[src/rtl/mc_ctrl_fsm.sv]
// Multi-cycle IF/ID/EX/MEM/WB sequencer for the single-issue LoongArch core.
// Owns the PC, memory handshakes, write-enable pulses and the retired-instruction count.
module mc_ctrl_fsm #(
  parameter logic [31:0] RESET_PC = 32'h1C00_0000,
  parameter int          CNT_W    = 32
) (
  input  logic             clk,
  input  logic             rst,
  input  logic             halt,
  input  logic             imem_ack,
  input  logic             dmem_ack,
  input  logic             is_load,
  input  logic             is_store,
  input  logic             rf_we_dec,
  input  logic [8:0]       br_type,
  input  logic             jump_en,
  input  logic [31:0]      jump_target,
  output logic [31:0]      pc,
  output logic             imem_req,
  output logic             ir_we,
  output logic             dmem_req,
  output logic             dmem_we,
  output logic             rf_we,
  output logic [2:0]       state,
  output logic             idle,
  output logic             err,
  output logic [CNT_W-1:0] retired
);

  typedef enum logic [2:0] {
    S_IDLE = 3'd0,
    S_IF   = 3'd1,
    S_ID   = 3'd2,
    S_EX   = 3'd3,
    S_MEM  = 3'd4,
    S_WB   = 3'd5,
    S_ERR  = 3'd6
  } state_t;

  state_t           state_reg;
  state_t           state_next;
  logic [31:0]      pc_reg;
  logic [31:0]      tgt_reg;
  logic             taken_reg;
  logic             err_reg;
  logic [CNT_W-1:0] retired_reg;

  logic taken_now;
  logic misaligned;

  // A branch counts only when the decoder classified it; jump_en alone is ignored.
  assign taken_now  = jump_en & (|br_type);
  assign misaligned = taken_now & (jump_target[1:0] != 2'b00);

  always_ff @(posedge clk or posedge rst) begin
    if (rst) begin
      state_reg <= S_IF;
    end else begin
      state_reg <= state_next;
    end
  end

  always_comb begin
    state_next = state_reg;
    case (state_reg)
      S_IDLE: if (!halt) state_next = S_IF;
      S_IF:   if (imem_ack) state_next = S_ID;
      S_ID:   state_next = S_EX;
      S_EX: begin
        if (misaligned)            state_next = S_ERR;
        else if (is_load | is_store) state_next = S_MEM;
        else                       state_next = S_WB;
      end
      S_MEM:  if (dmem_ack) state_next = S_WB;
      S_WB:   state_next = halt ? S_IDLE : S_IF;
      S_ERR:  state_next = S_ERR;
      default: state_next = S_ERR;
    endcase
  end

  always_comb begin
    imem_req = 1'b0;
    ir_we    = 1'b0;
    dmem_req = 1'b0;
    dmem_we  = 1'b0;
    rf_we    = 1'b0;
    idle     = 1'b0;
    case (state_reg)
      S_IF: begin
        imem_req = 1'b1;
        ir_we    = imem_ack;
      end
      S_MEM: begin
        dmem_req = 1'b1;
        dmem_we  = is_store;
      end
      S_WB:    rf_we = rf_we_dec;
      S_IDLE:  idle  = 1'b1;
      default: ;
    endcase
  end

  // Branch outcome is captured in EX so WB does not depend on BR holding its outputs.
  always_ff @(posedge clk or posedge rst) begin
    if (rst) begin
      pc_reg      <= RESET_PC;
      tgt_reg     <= '0;
      taken_reg   <= 1'b0;
      retired_reg <= '0;
      err_reg     <= 1'b0;
    end else begin
      if (state_reg == S_EX) begin
        taken_reg <= taken_now;
        tgt_reg   <= jump_target;
      end
      if (state_reg == S_WB) begin
        pc_reg      <= taken_reg ? tgt_reg : pc_reg + 32'd4;
        retired_reg <= retired_reg + CNT_W'(1);
      end
      if (state_next == S_ERR) err_reg <= 1'b1;
    end
  end

  assign pc      = pc_reg;
  assign state   = state_reg;
  assign err     = err_reg;
  assign retired = retired_reg;

endmodule

[config.mk]
export PLATFORM = sky130hd
export DESIGN_NAME = mc_ctrl_fsm
export DESIGN_NICKNAME = d
export VERILOG_FILES = /design/src/rtl/mc_ctrl_fsm.sv
export SDC_FILE = /design/constraint.sdc
export NUM_CORES = 1
export LEC_CHECK = 0
export ABC_CLOCK_PERIOD_IN_PS = 3420
export BUFFER_PORTS_ARGS = -buffer_cell sky130_fd_sc_hd__clkbuf_2
export CELL_PAD_IN_SITES_DETAIL_PLACEMENT = 1
export CELL_PAD_IN_SITES_GLOBAL_PLACEMENT = 1
export CORE_MARGIN = 3
export CORE_UTILIZATION = 38
export CTS_BUF_LIST = sky130_fd_sc_hd__clkbuf_4
export CTS_CLUSTER_DIAMETER = 80
export DETAILED_ROUTE_END_ITERATION = 12
export GPL_TIMING_DRIVEN = 0
export PLACE_DENSITY_LB_ADDON = 0.1
export SKIP_LAST_GASP = 1
export SLEW_MARGIN = 40
export SYNTH_ARGS = -nofsm -noshare
export SYNTH_HDL_FRONTEND = slang
export SYNTH_SLANG_ARGS = --single-unit
[constraint.sdc]
create_clock -name clk -period 3.42 [get_ports clk]
set_input_delay 0.684 -clock clk [delete_from_list [all_inputs] [get_ports clk]]
set_output_delay 0.684 -clock clk [all_outputs]
set_load 0.02 [all_outputs]
==> metrics.txt <==
status=finished clean; Layout fillers=1513; Die H=120.6 um; Synth Flop Type=dfrtp_1; final WL=14890 um; Leak=0.002746 uW; GP Congestion=0.8537; Post-synth EDFFs=0; dpl hpwl=10700 um; # setup viols final=0; WL per Instance=19.02 um; total core area=12720 um2; post_cts resized=0; # hold bufs at CTS=0; synthesized net count=523; fraction of the cycle the final worst path needs=86.86%; Reg area=2532 um2; largest net degree at the start of global routing=78; CP Max Fanout=10; critical path launch point type=flop; Ports=124; wire length of the first global-routing pass=23940 um; crit path from=state[0]; DR pass1 iterations=4; CTS root buffer=clkbuf_4; Max Cap Viol=0; WP data required=2740 ps; initial antenna violation count=0; Synth Register Bits=101; Die Footprint=14530 um2; GRT Total Usage=21.22%; routed vias=4277; Worst Hold Class=input port to async pin; Ys Warns=0; Max VDD drop=0.3082 mV; final hold viol count=0; Initial Util=39.20%; vias per cell=5.462; Power Total=4616 uW; Avg Cell Area, Syn=10.59 um2; Mapped Cells=471; unique cell type count in the Yosys netlist=55; Syn-to-layout area delta=19.94%; post-CTS setup buffer count=0; area of the multi-input gates=2290 um2; CTS tree=done; initial drt markers=225; unrepaired setup endpoints after global routing=no; setup TNS=0 ps; vias in the first global route=4545; fin nets=658; Setup Skew=17.93 ps; critical path class=flop to output port; Synth Cell Area=4987 um2; worst hold slack=123.0 ps; r2r startpoint=state[0]; Worst Tran Pin Value=738.6 ps; design area=5982 um2; diodes inserted=0; DRC viols=0; async set-reset flop share out of synthesis=100.0%; layout cells sized above 1=33.06%; Die Span X=120.6 um; Worst-Skew Late Latency=490 ps; element type at the critical path end=output port; highest clock rate=336.6 MHz; Seq/Total Area, Yosys=50.78%; Worst-path clk slew=140 ps; Routed Antenna Nets=0; Num Clock Sinks=101; placed cell area=5853 um2; Final Max Tran Viols=0; crit path DAT=2290 ps; port bufs=123; Inserted Clock Buffers=9; pwr dens=771.6 nW/um2; Final min period=2970 ps; Slew HR=50.76%; Clock Tree Buf Depth=2; row count=41; GR Overflow Total=0; H-tree Lvls=3
## cells in the mapped netlist (8+ instances only)
master,number,area (um2)
o21ai_0,27,135.1
dfrtp_1,97,2427
nand3_1,28,140.1
a21oi_1,25,125.1
inv_1,9,33.78
clkbuf_1,14,52.55
nand4_1,8,50.05
xnor2_1,24,210.2
nor2_1,18,67.56
and2_1,9,56.30
nand2_1,37,138.9
buf_2,9,45.04
nor3_1,16,80.08
mux2_2,34,382.9
and3_1,18,112.6
## cells in the final DEF (no fill, tap or decap), types with 4 or more instances in the layout
master	Yosys	layout
clkbuf_2	0	123
dfrtp_1	97	97
nand2_1	37	37
mux2_2	34	34
nand3_1	28	28
o21ai_0	27	27
a21oi_1	25	25
xnor2_1	24	24
and3_1	18	18
nor2_1	18	18
nor3_1	16	16
clkbuf_1	14	14
clkbuf_4	0	10
buf_2	9	9
and2_1	9	9
inv_1	9	8
nand4_1	8	8
and4_1	7	7
nor4_1	7	7
o2bb2ai_1	7	7
mux2i_1	7	7
xor2_1	7	7
and4_4	4	4
nor2b_1	4	4
a311oi_1	4	4
a31oi_1	4	4
dfstp_2	4	4
## area by class of cell
type	instances	area share, %
Clock inverter	6	0.8994
Buffer	27	2.196
Inverter	9	0.6902
Sequential cell	101	42.33
Tap cell	172	3.598
Multi-Input combinational cell	334	38.28
Clock buffer	10	1.255
Timing Repair Buffer	124	10.75
## critical path, cell delays in order (launching register included)
cell and delay [ps]:
dfstp_2 560, buf_2 190, and3_1 190, buf_2 240, buf_2 300, and2_1 170, clkbuf_2 160
## routing by layer
layer  wire length (um)  share of wire (%)  vias to the layer above  global-route usage [%]
met1               6778                 46                     2155                   28.01
met5                  0                  0                        -                       0
met3                846                5.7                       19                   5.893
met4                264                1.8                        0                   6.091
met2               7001                 47                      126                   34.30
li1                   -                  -                     1977                       -
## per-stage QoR
step                worst slack, ps  utilization [%]  instances
global placement              -1215            45.73        766
global route                  272.0            47.02        783
detailed placement            973.3            46.01        767
floorplan                     95.49                -        471
finish                        449.5            47.02        783
CTS                           392.7            47.02        783
## power breakdown
part           total (uW)  switching (uW)  internal (uW)
logic                1970            1200            773
clock network         625             402            223
registers            2020             404           1620
## logic make-up after synthesis
group                    after synthesis  share of synthesized area (%)
flip-flops                           101                          50.78
XOR/XNOR                              31                          5.444
buffers and inverters                 36                          3.311
adder cells (fa/ha/maj)                2                         0.5017
multiplexers                          41                          9.082
AO/OA/AOI/OAI                         88                          11.29
AND/OR/NAND/NOR                      172                          19.59
## final timing paths
kind	cells past startpoint	slack, ps	endpoint
setup / recovery	6	450	rf_we
hold / removal	2	120	retired[12]
setup reg to reg	5	1300	pc[25]
hold reg to reg	1	490	retired[31]
max in group asynchronous	3	2650	pc[28]
min in group clk	2	410	tgt_reg[29]
No activity file was read; power rests on OpenSTA's default activity.
